### config.mk
export PLATFORM = sky130hd
export DESIGN_NAME = plru_repl_ctrl_flat
export DESIGN_NICKNAME = d
export VERILOG_FILES = /design/src/rtl/plru_repl_ctrl_pkg.sv /design/src/rtl/plru_repl_ctrl_if.sv /design/src/rtl/plru_tree_next.sv /design/src/rtl/plru_repl_ctrl.sv /design/src/flat_wrapper.sv
export SDC_FILE = /design/constraint.sdc
export NUM_CORES = 1
export LEC_CHECK = 0
export CORE_MARGIN = 1.5
export CORE_UTILIZATION = 55
export CTS_BUF_LIST = sky130_fd_sc_hd__clkbuf_8
export CTS_CLUSTER_DIAMETER = 50
export DETAILED_ROUTE_END_ITERATION = 8
export PLACE_DENSITY = 0.89
export SLEW_MARGIN = 20
export SYNTH_ARGS = -nofsm -noshare
export SYNTH_HDL_FRONTEND = slang
export SYNTH_SLANG_ARGS = --single-unit
### constraint.sdc
create_clock -name clk -period 12.1 [get_ports clk]
set_input_delay 3.63 -clock clk [delete_from_list [all_inputs] [get_ports clk]]
set_output_delay 3.63 -clock clk [all_outputs]
set_load 0.01 [all_outputs]
### src/rtl/plru_repl_ctrl_pkg.sv
// plru_repl_ctrl_pkg: tree-PLRU sizes, op/state types and reference update/victim functions
package plru_repl_ctrl_pkg;
    localparam int N_WAY = 8;
    localparam int N_SET = 16;
    localparam int SW = $clog2(N_SET);
    localparam int WW = $clog2(N_WAY);
    localparam int PLRU_BITS = N_WAY - 1;
    typedef enum logic [1:0] {PLRU_TOUCH, PLRU_VICTIM, PLRU_CLEAR, PLRU_ILLEGAL} plru_op_e;
    typedef enum logic [2:0] {ST_IDLE, ST_READ, ST_CALC, ST_WRITE, ST_RESP} plru_state_e;
    typedef logic [PLRU_BITS-1:0] plru_bits_t;
    // node n has children 2n+1 (lower half) and 2n+2 (upper half); bit=1 means upper half is MRU
    function automatic plru_bits_t plru_update_bits(plru_bits_t bits, logic [WW-1:0] way);
        plru_bits_t nb = bits;
        int n = 0;
        for (int l = WW - 1; l >= 0; l--) begin
            nb[n[WW-1:0]] = way[l];
            n = 2 * n + (way[l] ? 2 : 1);
        end
        return nb;
    endfunction
    function automatic logic [WW-1:0] plru_victim_way(plru_bits_t bits);
        logic [WW-1:0] w = '0;
        int n = 0;
        for (int l = WW - 1; l >= 0; l--) begin
            w[l] = ~bits[n[WW-1:0]];
            n = 2 * n + (bits[n[WW-1:0]] ? 1 : 2);
        end
        return w;
    endfunction
    function automatic logic [WW-1:0] plru_first_inv(logic [N_WAY-1:0] mask);
        logic [WW-1:0] w = '0;
        for (int i = N_WAY - 1; i >= 0; i--)
            if (mask[i]) w = WW'(i);
        return w;
    endfunction
endpackage

### src/rtl/plru_repl_ctrl_if.sv
// plru_repl_ctrl_if: request/response channel and statistics of the PLRU sequencer
interface plru_repl_ctrl_if;
    import plru_repl_ctrl_pkg::*;
    logic req_valid, req_ready;
    plru_op_e req_op;
    logic [SW-1:0] req_set;
    logic [WW:0] req_way;
    logic [N_WAY-1:0] req_inv_mask;
    logic rsp_valid, rsp_ready;
    logic [WW-1:0] rsp_way;
    logic rsp_from_inv, rsp_err;
    logic [31:0] stat_touch, stat_victim, stat_inv_victim;
    modport master (
        output req_valid, req_op, req_set, req_way, req_inv_mask, rsp_ready,
        input req_ready, rsp_valid, rsp_way, rsp_from_inv, rsp_err, stat_touch, stat_victim, stat_inv_victim
    );
    modport slave (
        input req_valid, req_op, req_set, req_way, req_inv_mask, rsp_ready,
        output req_ready, rsp_valid, rsp_way, rsp_from_inv, rsp_err, stat_touch, stat_victim, stat_inv_victim
    );
endinterface

### src/rtl/plru_tree_next.sv
// plru_tree_next: combinational next-bits, chosen way and invalid-way flag for one PLRU op
module plru_tree_next
    import plru_repl_ctrl_pkg::*;
(
    input  plru_bits_t       bits,
    input  plru_op_e         op,
    input  logic [WW-1:0]    way,
    input  logic [N_WAY-1:0] inv_mask,
    output plru_bits_t       next_bits,
    output logic [WW-1:0]    sel_way,
    output logic             from_inv
);
    always_comb begin
        from_inv = op == PLRU_VICTIM && |inv_mask;
        sel_way = op == PLRU_TOUCH ? way :
                  from_inv ? plru_first_inv(inv_mask) :
                  op == PLRU_VICTIM ? plru_victim_way(bits) : '0;
        next_bits = op == PLRU_CLEAR ? '0 :
                    (op == PLRU_TOUCH || op == PLRU_VICTIM) ? plru_update_bits(bits, sel_way) : bits;
    end
endmodule

### src/rtl/plru_repl_ctrl.sv
// plru_repl_ctrl: one-at-a-time tree-PLRU sequencer over a per-set register file
// PLRU_STATS_EN adds saturating touch/victim/invalid-victim counters.
module plru_repl_ctrl
    import plru_repl_ctrl_pkg::*;
(
    input logic clk,
    input logic rst,
    plru_repl_ctrl_if.slave bus
);
    plru_state_e state, state_n;
    plru_op_e op_q;
    logic [SW-1:0] set_q;
    logic [WW-1:0] way_q, sel_w, sel_q;
    logic [N_WAY-1:0] mask_q;
    plru_bits_t mem [N_SET];
    plru_bits_t bits_q, next_w, next_q;
    logic err_q, inv_w, inv_q, wr;
    always_ff @(posedge clk or posedge rst)
        if (rst) state <= ST_IDLE;
        else state <= state_n;
    always_comb begin
        state_n = state;
        bus.req_ready = state == ST_IDLE;
        bus.rsp_valid = state == ST_RESP;
        case (state)
            ST_IDLE:  state_n = bus.req_valid ? ST_READ : ST_IDLE;
            ST_READ:  state_n = ST_CALC;
            ST_CALC:  state_n = ST_WRITE;
            ST_WRITE: state_n = ST_RESP;
            ST_RESP:  state_n = bus.rsp_ready ? ST_IDLE : ST_RESP;
            default:  state_n = ST_IDLE;
        endcase
    end
    plru_tree_next u_next (
        .bits(bits_q), .op(op_q), .way(way_q), .inv_mask(mask_q),
        .next_bits(next_w), .sel_way(sel_w), .from_inv(inv_w)
    );
    assign wr = state == ST_WRITE && !err_q;
    always_ff @(posedge clk or posedge rst)
        if (rst) begin
            op_q <= PLRU_TOUCH;
            set_q <= '0;
            way_q <= '0;
            mask_q <= '0;
            err_q <= 1'b0;
            bits_q <= '0;
            next_q <= '0;
            sel_q <= '0;
            inv_q <= 1'b0;
            bus.rsp_way <= '0;
            bus.rsp_from_inv <= 1'b0;
            bus.rsp_err <= 1'b0;
        end else begin
            if (state == ST_IDLE && bus.req_valid) begin
                op_q <= bus.req_op;
                set_q <= bus.req_set;
                way_q <= bus.req_way[WW-1:0];
                mask_q <= bus.req_inv_mask;
                err_q <= bus.req_op == PLRU_ILLEGAL || (bus.req_op == PLRU_TOUCH && bus.req_way >= (WW+1)'(N_WAY));
            end
            if (state == ST_READ) bits_q <= mem[set_q];
            if (state == ST_CALC) begin
                next_q <= next_w;
                sel_q <= sel_w;
                inv_q <= inv_w;
            end
            if (state == ST_WRITE) begin
                bus.rsp_way <= err_q ? '0 : sel_q;
                bus.rsp_from_inv <= inv_q && !err_q;
                bus.rsp_err <= err_q;
            end
        end
    always_ff @(posedge clk or posedge rst)
        if (rst) for (int i = 0; i < N_SET; i++) mem[i] <= '0;
        else if (wr) mem[set_q] <= next_q;
`ifdef PLRU_STATS_EN
    logic [31:0] n_touch, n_victim, n_inv;
    always_ff @(posedge clk or posedge rst)
        if (rst) begin
            n_touch <= '0;
            n_victim <= '0;
            n_inv <= '0;
        end else if (wr) begin
            if (op_q == PLRU_TOUCH && ~&n_touch) n_touch <= n_touch + 1'b1;
            if (op_q == PLRU_VICTIM && ~&n_victim) n_victim <= n_victim + 1'b1;
            if (op_q == PLRU_VICTIM && inv_q && ~&n_inv) n_inv <= n_inv + 1'b1;
        end
    assign bus.stat_touch = n_touch;
    assign bus.stat_victim = n_victim;
    assign bus.stat_inv_victim = n_inv;
`else
    assign bus.stat_touch = '0;
    assign bus.stat_victim = '0;
    assign bus.stat_inv_victim = '0;
`endif
endmodule
### src/flat_wrapper.sv
// flat-port wrapper written by rule: the top's interface ports become plain ports
module plru_repl_ctrl_flat import plru_repl_ctrl_pkg::*;
  (clk, rst, bus_req_valid, bus_req_op, bus_req_set, bus_req_way, bus_req_inv_mask, bus_rsp_ready, bus_req_ready, bus_rsp_valid, bus_rsp_way, bus_rsp_from_inv, bus_rsp_err, bus_stat_touch, bus_stat_victim, bus_stat_inv_victim);
  plru_repl_ctrl_if bus_i ();
  input logic clk;
  input logic rst;
  input wire logic [$bits(bus_i.req_valid)-1:0] bus_req_valid;
  input wire logic [$bits(bus_i.req_op)-1:0] bus_req_op;
  input wire logic [$bits(bus_i.req_set)-1:0] bus_req_set;
  input wire logic [$bits(bus_i.req_way)-1:0] bus_req_way;
  input wire logic [$bits(bus_i.req_inv_mask)-1:0] bus_req_inv_mask;
  input wire logic [$bits(bus_i.rsp_ready)-1:0] bus_rsp_ready;
  output wire logic [$bits(bus_i.req_ready)-1:0] bus_req_ready;
  output wire logic [$bits(bus_i.rsp_valid)-1:0] bus_rsp_valid;
  output wire logic [$bits(bus_i.rsp_way)-1:0] bus_rsp_way;
  output wire logic [$bits(bus_i.rsp_from_inv)-1:0] bus_rsp_from_inv;
  output wire logic [$bits(bus_i.rsp_err)-1:0] bus_rsp_err;
  output wire logic [$bits(bus_i.stat_touch)-1:0] bus_stat_touch;
  output wire logic [$bits(bus_i.stat_victim)-1:0] bus_stat_victim;
  output wire logic [$bits(bus_i.stat_inv_victim)-1:0] bus_stat_inv_victim;
  assign bus_i.req_valid = bus_req_valid;
  assign bus_i.req_op = bus_req_op;
  assign bus_i.req_set = bus_req_set;
  assign bus_i.req_way = bus_req_way;
  assign bus_i.req_inv_mask = bus_req_inv_mask;
  assign bus_i.rsp_ready = bus_rsp_ready;
  assign bus_req_ready = bus_i.req_ready;
  assign bus_rsp_valid = bus_i.rsp_valid;
  assign bus_rsp_way = bus_i.rsp_way;
  assign bus_rsp_from_inv = bus_i.rsp_from_inv;
  assign bus_rsp_err = bus_i.rsp_err;
  assign bus_stat_touch = bus_i.stat_touch;
  assign bus_stat_victim = bus_i.stat_victim;
  assign bus_stat_inv_victim = bus_i.stat_inv_victim;
  plru_repl_ctrl u_core (.clk(clk), .rst(rst), .bus(bus_i));
endmodule
Word level (Yosys, flattened, before mapping) --
Index checks and enable logic that the tools add are counted.
Operators by class: order comparisons 9, multiplexer cells 37, equal/unequal tests 7, reductions and logical operators 15, $add $sub $neg 2, bitwise gates (word level) 4
Operator list (count):
- $bwmux 112 | 1
- $mux 3 | 13
- $mux 7 | 5
- $bmux 7 s4 | 1
- $demux 7 s4 | 1
- $pmux 3 s5 | 1
- $bwmux 7 | 2
- $logic_and 1x1->1 | 8
- $lt 2x4->1 const B | 2
- $lt 3x4->1 const B | 2
- $mux 2 | 4
- $reduce_or 8->1 | 1
- $add 3x2->3 | 2
- $bmux 1 s3 | 2
- $demux 1 s3 | 2
- $eq 3x2->1 const B | 2
- $ge 5x5->1 const B | 1
- $lt 5x1->1 const B | 1
- $mux 1 | 5
- $not 4->5 | 1
- $eq 2x2->1 const B | 2
- $ge 4x4->1 const B | 1
- $logic_not 2->1 | 2
- $eq 3x1->1 const B | 1
- other kinds (8) | 11
Storage, ports and cells: output and inout bits 103, word-level logic and storage cells 103, register bits after elaboration 156, input bits 22

Depth between registers and ports, before layout --
Gate-level depths: netlist of run 1.
word-level depth 20, mapped depth 10, gate-level depth less buffers 8

By module --
From an unflattened synthesis of run 1, not the netlist that was laid out.
Unflattened totals: cells, all modules 624, area total of the unflattened synthesis 8090.3 sq um
By module, submodules not included:
- plru_repl_ctrl | times used 1, sequential area each 3903.7 sq um, cells an instance 554, area an instance 7621.1 sq um
- plru_tree_next | times used 1, sequential area each 0.0 sq um, cells an instance 70, area an instance 469.2 sq um

Worst setup path before layout of run 1 --
OpenSTA, ideal clock, no wires.
path type input port to flip-flop, start input bus_req_valid, end register u_core.mask_q[0], buffers on the path 2, path slack 7336 ps, library setup time 125 ps, stages 4, arrival time 4639 ps, required time 11975 ps, path through and2_1 -> clkbuf_1 -> clkbuf_1 -> mux2_2
Between the ends: cells in the longest elaborated chain, start to end 1
RTL lines:
- start: declaration | line flat_wrapper.sv:7 | input wire logic [$bits(bus_i.req_valid)-1:0] bus_req_valid;
- $logic_and 1x1->1 | line plru_repl_ctrl.sv:54 | if (state == ST_IDLE && bus.req_valid) begin
- end signal: assignment | line plru_repl_ctrl.sv:58 | mask_q <= bus.req_inv_mask;
- end: declaration | line plru_repl_ctrl.sv:14 | logic [N_WAY-1:0] mask_q;
Every way passes these cells. A chain may end at the register's enable or synchronous reset.

Final worst setup path of run 1 --
start register u_core.state[0], end output bus_req_ready
Between the ends: cells in the longest elaborated chain, start to end 1
RTL lines:
- start: declaration | line plru_repl_ctrl.sv:10 | plru_state_e state, state_n;
- start signal: assignment | line plru_repl_ctrl.sv:20 | else state <= state_n;
- $logic_not 3->1 | line plru_repl_ctrl.sv:23 | bus.req_ready = state == ST_IDLE;
- end: declaration | line flat_wrapper.sv:13 | output wire logic [$bits(bus_i.req_ready)-1:0] bus_req_ready;
Every way passes these cells.

==> results of run 1 <==
==> layer usage <==
metal,up-vias,part of all wire (%),global-route usage (%)
li1,2082,-,-
met5,-,0,0
met2,206,50,36.91
met1,2423,41,29.54
met4,0,3.0,10.06
met3,44,6.1,4.520
==> stage by stage <==
| step | setup WS, ns | total power [uW] | cell area, um^2 | utilization (%) |
|---|---|---|---|---|
| floorplan | 4.263 | 1149 | 8325 | - |
| finish | 6.731 | 1692 | 8449 | 60.40 |
| global placement | 6.410 | 1234 | 8015 | 57.30 |
| global route | 6.596 | 1789 | 8449 | 60.40 |
| detailed placement | 6.306 | 1274 | 8015 | 57.30 |
| CTS | 6.697 | 1696 | 8446 | 60.38 |
==> synth_stat cells, types with 2 or more instances <==
cell | instances | area, um^2
a21oi_1 | 7 | 35.03
a221o_1 | 8 | 80.08
a22oi_1 | 2 | 15.01
a31oi_1 | 3 | 18.77
a32oi_1 | 2 | 17.52
and3_1 | 2 | 12.51
buf_1 | 2 | 7.510
buf_2 | 9 | 45.04
buf_4 | 96 | 720.7
clkbuf_1 | 19 | 71.32
dfrtp_1 | 156 | 3904
ha_1 | 3 | 37.54
inv_1 | 11 | 41.29
mux2_2 | 132 | 1486
mux2i_1 | 10 | 100.1
mux4_2 | 28 | 630.6
nand2_1 | 38 | 142.6
nand2b_1 | 8 | 50.05
nand3_1 | 4 | 20.02
nor2_1 | 9 | 33.78
nor2b_1 | 4 | 25.02
nor3_1 | 10 | 50.05
nor3b_1 | 2 | 15.01
nor3b_4 | 2 | 37.54
nor4_1 | 3 | 18.77
nor4b_2 | 2 | 30.03
o21ai_0 | 20 | 100.1
o31ai_1 | 4 | 30.03
or2_2 | 2 | 12.51
or3b_2 | 2 | 17.52
or4_1 | 2 | 15.01
==> path summary, 6_finish.rpt <==
check                                       from  slack, ns               endpoint
max                              u_core.state[0]       6.73          bus_req_ready
min                        u_core.bus.rsp_way[2]       0.49  u_core.bus.rsp_way[2]
max reg2reg                      u_core.state[2]       9.36         u_core.mem[92]
min reg2reg                u_core.bus.rsp_way[2]       0.49  u_core.bus.rsp_way[2]
max in group asynchronous                    rst       7.22        u_core.set_q[0]
min in group asynchronous                    rst       3.64         u_core.mem[75]
==> flip-flops by register name, indices dropped and copies added (netlist names), 2 cells and up <==
name,count
u_core.sel_q,3
u_core.bits_q,7
u_core.op_q,2
u_core.next_q,7
u_core.mask_q,8
u_core.bus.rsp_way,3
u_core.set_q,4
u_core.state,3
u_core.way_q,3
u_core.mem,112
==> cell type report <==
cell class | instances | share of cell area, %
flip-flops and latches | 156 | 46.22
clock buffers | 17 | 2.769
repair buffers | 31 | 3.628
multi-input cells | 422 | 41.85
well taps | 180 | 2.665
inverters | 11 | 0.5479
clock inverters | 15 | 2.325
==> worst max-delay path, delay by kind of cell (launching register included) <==
kind,cells,cell delay (ns)
AND/OR/NAND/NOR,1,0.26
flip-flops,1,0.45
buffers and inverters,1,0.57
==> cells by family (layout without fill, tap and decap cells) <==
family                     Yosys count  after routing  share of synthesized area [%]
buffers and inverters              137             74                          11.12
adders and majority gates            3              3                         0.4711
and+or+nand+nor                     95             95                          6.563
AOI/OAI and AO/OA                   58             58                          4.993
DFF                                156            156                          48.99
other                                1             96                        0.04706
muxes                              170            170                          27.82
==> power groups by stage <==
stage | clock (uW) | combinational, uW | sequential [uW]
after floorplan | 0 | 445 | 705
after global placement | 0 | 463 | 771
after detailed placement | 0 | 486 | 788
after CTS | 426 | 490 | 779
after global routing | 447 | 539 | 802
final | 419 | 490 | 783
==> run metrics, run 1 <==
Final Max Tran Viols=0; Pleak=0.004038 uW; total track usage=22.64%; area of the core=13990 um^2; NumNets Final=664; port bufs=28; Worst path slowest cell=clkdlybuf4s50_1; Unique masters post-synth=49; Layout fillers=1025; CTS tree=built; postcts setup bufs=0; Gate power share=29.0%; outcome=completed; cts repair resizes=0; ratio of final minimum period to clock period=44.37%; Worst Hold Class=flop to flop; register area=3905 um^2; post-DP HPWL=10410 um; Ports=125; first-pass GRT wire length=25470 um; root buf cell=clkbuf_8; sw frac=35.76%; worst-margin pin slew=0.9450 ns; Setup violations, final=0; Placer Congestion=0.8884; largest net degree at the start of global routing=90; clock slew at reported path FFs=0.08 ns; fin cells=832; most common cell after layout, fill and taps aside=dfrtp_1; die width=123.4 um; FFs w/ async S/R, synth=100.0%; headroom to the max-slew limit=37.00%; hold-fix buffers at CTS=0; PwrDens=200.3 nW/um^2; Tmin final=5.369 ns; Synth Instances=620; die area=15220 um^2; P_sw=605.2 uW; initial drt markers=531; syn_area_per_cell=12.85 um^2; initial core utilization=56.97%; initial antenna violation count=0; commonest cells after routing, fill and taps aside=dfrtp_1, mux2_2, conb_1; Reg2Reg Depth=4; Sink Count=156; sequential element share of the synthesized area=48.99%; global route total overflow=0; chip height=123.4 um; depth of the CTS H-tree=4; Worst EP required=8.47 ns; CP peak stage delay=0.57 ns; Synth Cell Area=7969 um^2; Final ANT Viol Nets=0; Synth Register Bits=156; dominant synthesized flop cell=dfrtp_1; crit start category=flop; number of diodes=0; Rows=43; Worst Skew=0.01122 ns; Arrival @ worst endpoint=1.74 ns; multi-input combinational cell area=3536 um^2; number of synthesized flops with an enable pin=0; critical path class=flop to primary output; Syn. warnings=0; VDD IR-drop max=100.7 uV; Setup TNS Final=0 ns; crit-path cells=nor3_1, clkdlybuf4s50_1; hold path depth=2; crit end category=primary output; Max FO, Critical Path=7; via count=4755; final hold viol count=0; number of buffers created by CTS=17; TritonRoute pass-1 iters=5; Clock Power Share=24.7%; Clock Latency Late Sink=0.46 ns; final hold slack=0.4883 ns; Via density=5.715; Cell Int Power=1087 uW; Layout area overhead=6.029%; RSZ-0062 raised after global routing=no; Clock Tree Buf Depth=2; number of global-route vias before repair=4811; drt wl/cell=18.89 um; # DRC=0; Max Cap Viol=0; Post-Route WL=15720 um; sequential share of power=46.3%; placed cell count=800; layout cell share with drive strength beyond 1=31.75%; Max Freq=186.2 MHz
No activity file was read; power rests on OpenSTA's default activity.
==> inputs of run 2 (changes only) <==
- CORE_UTILIZATION: 55 -> 51
- PLACE_DENSITY: 0.89 -> 0.87
- clock period: 12.1 -> 4.81 ns (I/O delays scaled with it)
==> run 2 against run 1 <==
Worst hold slack improved by 0.0035 ns. Worst setup slack got worse by 5.1 ns. Sequential power grew to 2.6 times the previous value. Global-route usage shrank 2.1 points. Die area increased by 7.6%. Final cell count up 4.1%. Clock power increased by 150%. Core utilization shrank 4.6 points. Critical path depth stayed put. Flip-flop and latch count unchanged. Clock skew rose by 0.0019 ns.
==> run metrics, run 2 (synthesis results as in run 1) <==
outcome=completed; die width=128 um (+3.8%); CP startpoint=u_core.state[0]; ratio of final minimum period to clock period=66.10%; Final ANT Viol Nets=0 (unchanged); post-DP HPWL=10680 um (+2.6%); via count=4731 (-0.50%); VDD IR-drop max=222.5 uV (+120%); RSZ-0062 raised after global routing=no; crit-path cells=nor3_1, clkdlybuf4s50_1; largest net degree at the start of global routing=62 (-31%); Tmin final=3.179 ns; clock slew at reported path FFs=0.08 ns (about the same); headroom to the max-slew limit=39.55% (+2.6 points); Layout area overhead=6.861%; final hold viol count=0 (unchanged); Worst path slowest cell=clkdlybuf4s50_1; Via density=5.463 (-4.4%); first-pass GRT wire length=25670 um (+0.76%); CP top delay family=buffers and inverters; largest registers=u_core.mem x112, u_core.mask_q x8; final core occ=55.81% (-4.6 points); commonest cells after routing, fill and taps aside=dfrtp_1, mux2_2, conb_1; Worst EP required=3.37 ns (-5.10 ns); Reg with most FFs=u_core.mem; layout cell share with drive strength beyond 1=31.45% (-0.30 points); worst-margin pin slew=0.9067 ns (-0.03835 ns); port bufs=28 (unchanged); chip height=128 um (+3.8%); global route total overflow=0 (unchanged); FF-to-FF Start=u_core.state[2]; die area=16380 um^2 (+7.6%); Setup TNS Final=0 ns (unchanged); CTS tree=built; Post-Route WL=15620 um (-0.63%); number of global-route vias before repair=4888 (+1.6%); area of the core=15260 um^2 (+9.1%); Pleak=0.004064 uW (+0.64%); TritonRoute pass-1 iters=6 (+1); Clock Tree Buf Depth=2 (unchanged); cts repair resizes=0 (unchanged); root buf cell=clkbuf_8; # DRC=0 (unchanged); Max FO, Critical Path=7 (unchanged); max FFs per register=112 (unchanged); most common cell after layout, fill and taps aside=dfrtp_1; Max Cap Viol=0 (unchanged); Final Max Tran Viols=0 (unchanged); postcts setup bufs=0 (unchanged); initial antenna violation count=0 (unchanged); crit start category=flop; depth of the CTS H-tree=4 (unchanged); Ports=125 (unchanged); Worst Hold Class=flop to flop; NumNets Final=667 (+0.45%); drt wl/cell=18.03 um (-4.5%); number of diodes=0 (unchanged); number of buffers created by CTS=17 (unchanged); initial core utilization=52.23% (-4.7 points); critical path class=flop to primary output; total track usage=20.54% (-2.1 points); Sink Count=156 (unchanged); Placer Congestion=0.8239 (-7.3%); Max Freq=314.5 MHz; CP bufs+invs=1 (unchanged); PwrDens=496.3 nW/um^2 (+150%); Clock Latency Late Sink=0.46 ns (about the same); CP peak stage delay=0.57 ns (about the same); Setup violations, final=0 (unchanged); Layout fillers=1178 (+15%); Arrival @ worst endpoint=1.74 ns (about the same); Worst Skew=0.01307 ns (+0.001852 ns); startpoint of the worst hold path=u_core.bus.rsp_from_inv; hold-fix buffers at CTS=0 (unchanged); crit end category=primary output; Rows=45 (+4.7%); initial drt markers=458 (-14%)
## run 2: worst register-to-register path, stage by stage (launching register included)
cell,delay (ns)
dfrtp_1,0.44
nand3b_1,0.52
or4_1,0.75
nor3b_4,0.50
mux2_2,0.40
## run 2: area by class of cell
type / count / area [um^2] / share of cell area (%)
sequential: 156 / 3905 / 45.86
multi-input combinational: 422 / 3536 / 41.52
timing repair buffer: 34 / 337.8 / 3.967
tap: 211 / 264.0 / 3.100
clock buffer: 18 / 247.7 / 2.909
clock inverter: 14 / 180.2 / 2.116
inverter: 11 / 45.04 / 0.5289
## run 2: metrics by stage
step	hold slack, ns	setup WS (ns)	std cells	total power [uW]	cell area, um^2
global route	0.5119	1.515	866	4472	8516
CTS	0.4965	1.606	866	4235	8516
detailed placement	0.4787	1.721	834	3199	8088
floorplan	0.4509	1.394	715	2892	8329
finish	0.4919	1.631	866	4226	8516
global placement	0.4633	1.763	834	3113	8088
## run 2: where the power goes
group	total (uW)	leakage, uW	internal [uW]	switching (uW)
clock	1040	0.000220	571	467
combinational	1150	0.00172	588	561
sequential	2040	0.00212	1590	451
total	4230	0.00406	2750	1480
## run 2: worst paths after layout
check | end | slack, ns | cells past startpoint
worst max-delay path | bus_req_ready | 1.63 | 2
worst min-delay path | u_core.bus.rsp_from_inv | 0.49 | 2
worst max register to register | u_core.mem[96] | 2.08 | 4
worst min register to register | u_core.bus.rsp_from_inv | 0.49 | 2
max in group asynchronous | u_core.mem[37] | 2.33 | 3
min in group asynchronous | u_core.mem[79] | 1.46 | 2
## run 2: per-layer routing
| metal | vias to the layer above | global-route usage [%] | wire, um |
|---|---|---|---|
| met3 | 32 | 5.217 | 910 |
| met1 | 2416 | 24.63 | 6250 |
| met2 | 210 | 36.02 | 8087 |
| li1 | 2073 | - | - |
| met4 | 0 | 7.204 | 369 |
| met5 | - | 0 | 0 |
==> inputs of run 3 (changes only) <==
- clock period: 4.81 -> 2.6 ns (I/O delays scaled with it)
==> run 3 against run 2 <==
Routed wire length shrank 0.63%. Die area unchanged. Combinational power grew 110%. Power increased by 89%. Cell area increased by 0.98%. Worst hold slack got worse by 0.011 ns. Global-route usage shrank 0.27 points. Flip-flop and latch count unchanged. Non-clock buffer count increased by 3. Worst setup slack got worse by 1.6 ns. Largest cell class unchanged.
==> run metrics, run 3 (synthesis results as in run 1) <==
outcome=completed; initial core utilization=52.23% (unchanged); via count=4739 (+0.17%); met1 Track Usage GR=25.28% (+0.65 points); Arrival @ worst endpoint=1.74 ns (about the same); max FFs per register=112 (unchanged); Pleak=0.004098 uW (+0.84%); met2 Usage GRT=34.47% (-1.5 points); global route total overflow=0 (unchanged); first-pass GRT wire length=25240 um (-1.7%); total track usage=20.27% (-0.27 points); CP peak stage delay=0.57 ns (about the same); Clock Tree Buf Depth=2 (unchanged); number of global-route vias before repair=4847 (-0.84%); CP top delay family=buffers and inverters; Final Max Tran Viols=0 (unchanged); GR Layer Usage met3=4.466% (-0.75 points); hold-fix buffers at CTS=0 (unchanged); root buf cell=clkbuf_8; Reg with most FFs=u_core.mem; chip height=128 um (unchanged); gr busiest metal=met2; Tmin final=2.523 ns; Setup violations, final=0 (unchanged); most common cell after layout, fill and taps aside=dfrtp_1; initial antenna violation count=0 (unchanged); final hold viol count=0 (unchanged); Placer Congestion=0.8949 (+8.6%); largest net degree at the start of global routing=84 (+35%); crit-path cells=nor3_2, clkdlybuf4s50_1; Max Freq=396.3 MHz; area of the core=15260 um^2 (unchanged); RSZ-0062 raised after global routing=no; Via density=5.453 (-0.18%); final instance area=8600 um^2 (+0.98%); drt wl/cell=17.86 um (-0.97%); die area=16380 um^2 (unchanged); Worst Hold Class=flop to flop; Final ANT Viol Nets=0 (unchanged); Post-Route WL=15520 um (-0.63%); Worst Skew=0.01002 ns (-0.003046 ns); Rows=45 (unchanged); PwrDens=929.4 nW/um^2 (+87%); Max Cap Viol=0 (unchanged); crit start category=flop; worst-margin pin slew=0.6912 ns (-0.2155 ns); CTS tree=built; Max FO, Critical Path=7 (unchanged); initial drt markers=422 (-7.9%); Worst EP required=1.82 ns (-1.55 ns); port bufs=28 (unchanged); Clock Latency Late Sink=0.47 ns (about the same); Ports=125 (unchanged); Placement Setup Slack=0.2842 ns (-1.437 ns); # DRC=0 (unchanged); Worst path slowest cell=clkdlybuf4s50_1; clock slew at reported path FFs=0.08 ns (about the same); area of placed instances=8148 um^2 (+0.74%); die width=128 um (unchanged); depth of the CTS H-tree=4 (unchanged); post-DP HPWL=10500 um (-1.7%); Sink Count=156 (unchanged); CP bufs+invs=1 (unchanged); commonest cells after routing, fill and taps aside=dfrtp_1, mux2_2, conb_1; number of buffers created by CTS=17 (unchanged); setup ws final=0.07687 ns (-1.554 ns); largest registers=u_core.mem x112, u_core.mask_q x8; Layout fillers=1130 (-4.1%); NumNets Final=670 (+0.45%); Layout area overhead=7.913%; headroom to the max-slew limit=53.92% (+14 points); Setup TNS Final=0 ns (unchanged); TritonRoute pass-1 iters=7 (+1); crit end category=primary output; critical path class=flop to primary output; ratio of final minimum period to clock period=97.04%; number of diodes=0 (unchanged); VDD IR-drop max=409.7 uV (+84%); layout cell share with drive strength beyond 1=32.07% (+0.62 points)
-- run 3: repair_timing --
| action | CTS | global route |
|---|---|---|
| endpoints found under the setup margin | 1 | 0 |
| resized for setup | 1 | 0 |
| buffers inserted | 0 | 0 |
| hold endpoints to repair | 0 | 0 |
-- run 3: power by group --
part           switching [uW]  total [uW]  leakage, uW  internal, uW
Combinational            1270        2430      0.00175          1160
Sequential                625        3570      0.00212          2940
Clock                     879        1990     0.000225          1110
-- run 3: stage by stage --
step           std cells  total power (uW)  utilization [%]  hold WS, ns
2_1_floorplan        715              5350                -       0.4509
3_3_place_gp         837              5862            53.40       0.4612
3_5_place_dp         837              6013            53.40       0.4697
4_1_cts              869              8008            56.36       0.4866
5_1_grt              869              8424            56.36       0.5172
6_report             869              7993            56.36       0.4804
-- run 3: final timing paths --
path | from | endpoint | slack [ns] | cells past startpoint
min in group asynchronous | rst | u_core.mem[83] | 0.80 | 3
worst min-delay path | u_core.bus.rsp_from_inv | u_core.bus.rsp_from_inv | 0.48 | 2
worst min register to register | u_core.bus.rsp_from_inv | u_core.bus.rsp_from_inv | 0.48 | 2
max in group asynchronous | rst | u_core.mem[86] | 1.45 | 3
worst max register to register | u_core.bits_q[0] | u_core.next_q[3] | 0.20 | 8
worst max-delay path | u_core.state[0] | bus_req_ready | 0.08 | 2
-- run 3: worst register-to-register path, stage by stage, from the launching register on --
cell and delay (ns):
dfrtp_1 0.49, mux2i_1 0.29, inv_1 0.13, ha_1 0.39
nand2_1 0.08, o32ai_1 0.24, nor3_1 0.11, a21oi_1 0.35
o21ai_0 0.17
-- run 3: metal layers --
metal / vias up / wire length (um)
met5: - / 0
met4: 0 / 383
met3: 40 / 838
met2: 195 / 7958
met1: 2422 / 6340
li1: 2082 / -
-- run 3: area by class of cell --
class / count / area, um^2 / area share [%]
inverters: 11 / 45.04 / 0.5238
repair buffers: 37 / 397.9 / 4.627
well taps: 211 / 264.0 / 3.070
clock buffers: 20 / 275.3 / 3.201
multi-input cells: 422 / 3541 / 41.18
flip-flops and latches: 156 / 3905 / 45.41
clock inverters: 12 / 171.4 / 1.993
==> patch 1 (settings of run 2) <==
Change the package constant `N_WAY` from 8 to 16.
--- a/src/rtl/plru_repl_ctrl_pkg.sv
+++ b/src/rtl/plru_repl_ctrl_pkg.sv
@@ -1,6 +1,6 @@
 // plru_repl_ctrl_pkg: tree-PLRU sizes, op/state types and reference update/victim functions
 package plru_repl_ctrl_pkg;
-    localparam int N_WAY = 8;
+    localparam int N_WAY = 16;
     localparam int N_SET = 16;
     localparam int SW = $clog2(N_SET);
     localparam int WW = $clog2(N_WAY);
Ports: changed (resized bus_req_inv_mask, bus_req_way and bus_rsp_way); port bits go from 125 to 135. The function was not compared with the original's and may differ.
==> patch 1 against run 2 <==
Design area up 100%. Synthesized area increased by 95%. Count of clock-buffer cells in the layout up 45. Routed wire length is 130% higher. Via count up 110%. Clock skew rose by 0.030 ns. Worst setup slack lost 0.67 ns. Sequential cell count up 155. Utilization is 1.2 points higher. Total power is 130% higher.
==> patch 1: results (changes against run 2) <==
stage;metric;value;unit;change
critical_path;critPathKind;flip-flop to flip-flop;;
routing;first_iter_violations;979;;+110%
timing;timing.setup.tns;0;ns;unchanged
clock_network;cts.clk_slew.worst_paths;0.06;ns;-0.02 ns
outcome;status;completed;;
routing;wl_met2;16900;um;+110%
placement;dpl_cell_area;16000;um^2;+98%
pwr;ir_worst_vdd;0.536;mV;+140%
critical_path;r2r-start;u_core.bits_q[0];;
clock_network;cts.htree.levels;2;;-2
routing;met3_length;2670;um;+190%
routing;num_vias;9702;;+110%
global_routing;grt_pass1_wl;55900;um;+120%
routing;top_layer;met4;;
critical_path;reg2reg_slack;0.96;ns;-1.12 ns
critical_path;r2r_cells;11;;+7
finish;final-instance-count-excl-fill;1609;;+86%
timing;hold_slack;0.484;ns;-0.00741 ns
global_routing;met3_usage;0.0368;;-0.0153
timing;worstMarginPinSlew;1.13;ns;+0.222 ns
clock_network;clkLatencyLatePin;0.56;ns;+0.10 ns
worst_hold_path;worstHoldEndpoint;u_core.bus.rsp_way[1];;
synth;synthTopCellsByArea;dfrtp_1 50%, mux2_2 20%, mux4_2 11%, buf_4 4.7%, clkbuf_1 1.2%;;
finish;fillers;2277;;+93%
routing;m1WireLength;14600;um;+130%
placement;place_hpwl;23200;um;+120%
synth;yosysSeqAreaShare;0.500;;+0.0100
clock_network;numCtsBuffers;49;;+32
pwr;leakagePower;8.12;nW;+100%
routing;wl_per_cell;22.0;um;+22%
synth;synthTopCellsByCount;311 x dfrtp_1, 281 x mux2_2, 97 x buf_4;;
synth;syn_inst;1149;;+85%
timing;skew;0.0426;ns;+0.0295 ns
critical_path;r2r-end;u_core.next_q[6];;
clock_network;clock_path_buffers;3;;+1
global_routing;grt_max_degree;56;;-9.7%
placement;numPortBuffers;38;;+36%
synth;synth.distinct_cells;69;;+41%
finish;top_regs;u_core.mem (240), u_core.mask_q (16);;
critical_path;crit_fanout;19;;+12
finish;nets;1220;;+83%
synth;synth-async-reset-ratio;1.00;;unchanged
global_routing;grt_pass1_vias;9933;;+100%
placement;dp_slack;1.08;ns;-0.639 ns
global_routing;grt_use_total;0.231;;+0.0258
placement;dpl.cell_count;1520;;+82%
worst_hold_path;worst_hold_startpoint;u_core.bus.rsp_way[1];;
routing;firstDrtPassIters;6;;unchanged
global_routing;gr-usage-met2;0.369;;+0.00860
placement;gp_congestion;0.933;;+13%
global_routing;grt.met1_usage;0.318;;+0.0721
finish;final_layout_size_suffix_gt1_frac;0.387;;+0.0727
[patch 1: cell count changes after synthesis, moves of 20 or more]
cell / delta
dfrtp_1: +155
mux2_2: +149
mux4_2: +47
clkbuf_1: +30
a21oi_1: +24
nor2_1: +20
[patch 1: worst max path at each step]
stage | end | slack [ns] | cells after the start
6_report | u_core.next_q[6] | 0.96 | 11
5_1_grt | u_core.next_q[14] | 0.69 | 14
4_1_cts | u_core.next_q[6] | 1.06 | 11
3_5_place_dp | u_core.next_q[6] | 1.08 | 11
3_3_place_gp | u_core.next_q[14] | 1.19 | 14
2_1_floorplan | u_core.bits_q[0] | -0.77 | 1
[patch 1: worst max-delay path, stage by stage (launching register included)]
cell and delay [ns]:
dfrtp_1 0.71, inv_1 0.16, mux2_4 0.36, ha_1 0.19
ha_1 0.43, nand2_1 0.08, a2111oi_0 0.49, a211o_1 0.16
a311oi_1 0.07, o32ai_4 0.69, nor4_1 0.14, o311ai_1 0.26
[patch 1: report_power, final]
group	switching (mW)	internal, mW	total (mW)
logic	1.44	1.52	2.96
clock network	1.03	1.28	2.31
registers	0.955	3.31	4.27
total	3.42	6.12	9.54
[patch 1: cells by family (layout without fill, tap and decap cells)]
family          count (synthesis)  after routing  synth area share
fa+ha+maj                       8              8           0.00643
flops                         311            311             0.500
mux                           371            371             0.323
buf+inv                       192            167            0.0718
simple gates                  158            158            0.0524
xor+xnor                        2              2           0.00113
other cells                     1             96          0.000241
compound gates                106            106            0.0449
[patch 1: cell type report]
class / count / area (um^2) / area share
Multi-Input combinational cell: 741 / 7030 / 0.413
Clock inverter: 26 / 173 / 0.0101
Timing Repair Buffer: 63 / 618 / 0.0363
Tap cell: 390 / 488 / 0.0287
Sequential cell: 311 / 7790 / 0.457
Inverter: 15 / 60.1 / 0.00353
Clock buffer: 63 / 867 / 0.0509
==> patch 2 (flow settings as in run 2) <==
Without the edit above. The 5 states of `plru_state_e` get a one-hot encoding in 5 bits.
--- a/src/rtl/plru_repl_ctrl_pkg.sv
+++ b/src/rtl/plru_repl_ctrl_pkg.sv
@@ -6,7 +6,7 @@
     localparam int WW = $clog2(N_WAY);
     localparam int PLRU_BITS = N_WAY - 1;
     typedef enum logic [1:0] {PLRU_TOUCH, PLRU_VICTIM, PLRU_CLEAR, PLRU_ILLEGAL} plru_op_e;
-    typedef enum logic [2:0] {ST_IDLE, ST_READ, ST_CALC, ST_WRITE, ST_RESP} plru_state_e;
+    typedef enum logic [4:0] {ST_IDLE = 5'b00001, ST_READ = 5'b00010, ST_CALC = 5'b00100, ST_WRITE = 5'b01000, ST_RESP = 5'b10000} plru_state_e;
     typedef logic [PLRU_BITS-1:0] plru_bits_t;
     // node n has children 2n+1 (lower half) and 2n+2 (upper half); bit=1 means upper half is MRU
     function automatic plru_bits_t plru_update_bits(plru_bits_t bits, logic [WW-1:0] way);
Check against the original RTL: same outputs for any inputs over 10 cycles, from zero or initial values and one cycle with rst high; not proved beyond that.
==> patch 2 against run 2 <==
Global-route usage shrank 0.40 points. Synthesized area increased by 1.0%. Non-clock buffer count grew 1. Sequential cell count is 2 higher. Routed wire length decreased by 0.36%. Worst setup slack worse by 0.21 ns. Clock power rose by 13%. Total power down 11%. Design area up 2.0%. Largest cell class unchanged.
==> patch 2: results (changes against run 2) <==
stage;metric;value;unit;change
placement;place_hpwl;10500;um;-2.0%
critical_path;crit_path_end;bus_rsp_valid;;
critical_path;crit_fanout;4;;-3
critical_path;r2r-start;u_core.set_q[1];;
finish;final_layout_size_suffix_gt1_frac;0.314;;-0.000894
clock_network;clkLatencyLatePin;0.46;ns;about the same
global_routing;grt_use_total;0.201;;-0.00400
synth;synth-async-reset-ratio;1.00;;unchanged
critical_path;reg2reg_slack;1.96;ns;-0.12 ns
critical_path;r2r-end;u_core.bits_q[5];;
synth;synthTopCellsByCount;157 x dfrtp_1, 122 x mux2_2, 98 x buf_4;;
routing;first_iter_violations;380;;-17%
pwr;ir_worst_vdd;0.225;mV;+1.2%
global_routing;grt_pass1_wl;25200;um;-1.8%
outcome;status;completed;;
routing;num_vias;4740;;+0.19%
critical_path;critPathArrivalTime;1.95;ns;+0.21 ns
synth;netlist_area;8050;um^2;+1.0%
pwr;p_switching;1.25;mW;-16%
synth;synthTopCellsByArea;dfrtp_1 49%, mux2_2 17%, mux4_2 9.8%, buf_4 9.1%, nand2_1 3.5%;;
timing;slew_headroom;0.410;;+0.0147
critical_path;cp-startpoint;u_core.state[1];;
placement;gp_congestion;0.862;;+4.6%
routing;firstDrtPassIters;5;;-1
routing;routed_wl;15600;um;-0.36%
timing;hold_slack;0.469;ns;-0.0230 ns
synth;yosysSeqAreaShare;0.491;;+0.00142
synth;synth.distinct_cells;51;;+4.1%
clock_network;hold_buffers;0;;unchanged
finish;diodes;0;;unchanged
[patch 2: cells by family (layout without fill, tap and decap cells)]
family,Yosys count,after routing,synth area share
mux,158,158,0.270
simple gates,137,137,0.0863
compound gates,47,47,0.0373
other cells,1,96,0.000466
xor+xnor,1,1,0.00109
buf+inv,132,76,0.109
flops,158,158,0.491
fa+ha+maj,3,3,0.00466
[patch 2: cell type report]
cell class	count	area, um^2
Tap cell	211	264
Inverter	9	37.5
Multi-Input combinational cell	442	3570
Clock buffer	19	262
Fill cell	1206	6630
Sequential cell	158	3960
Timing Repair Buffer	35	378
Clock inverter	13	218
[patch 2: layer usage]
metal,track usage,share of wire
met1,0.264,0.42
met2,0.320,0.49
met3,0.0549,0.061
met4,0.0846,0.032
met5,0,0
[patch 2: worst min-delay path by stage]
stage                           from               endpoint  cells past startpoint
2_1_floorplan        u_core.way_q[0]        u_core.way_q[0]                      2
3_3_place_gp         u_core.way_q[0]        u_core.way_q[0]                      2
3_5_place_dp         u_core.way_q[0]        u_core.way_q[0]                      2
4_1_cts              u_core.way_q[0]        u_core.way_q[0]                      2
5_1_grt        u_core.bus.rsp_way[2]  u_core.bus.rsp_way[2]                      2
6_report             u_core.way_q[0]        u_core.way_q[0]                      2
[patch 2: power groups by stage]
stage                     logic, mW  registers [mW]  clock network [mW]
final                         0.849            1.76                1.17
after global routing          0.940            1.80                1.24
after CTS                     0.849            1.76                1.18
after detailed placement      0.844            1.78                   0
after global placement        0.818            1.77                   0
after floorplan               0.835            1.59                   0
[patch 2: worst max-delay path: stages (launching register included)]
cell and delay [ns]:
dfrtp_1 0.43, nor2_2 0.18, nand2_1 0.11, nor3_1 0.20, clkdlybuf4s50_1 0.58
[patch 2: per-stage QoR]
step / instance area (um^2) / std cells / worst slack (ns)
after global placement: 8180 / 854 / 1.53
after CTS: 8660 / 886 / 1.39
after detailed placement: 8180 / 854 / 1.40
after floorplan: 8410 / 732 / 1.37
final: 8690 / 887 / 1.42
after global routing: 8690 / 887 / 1.24
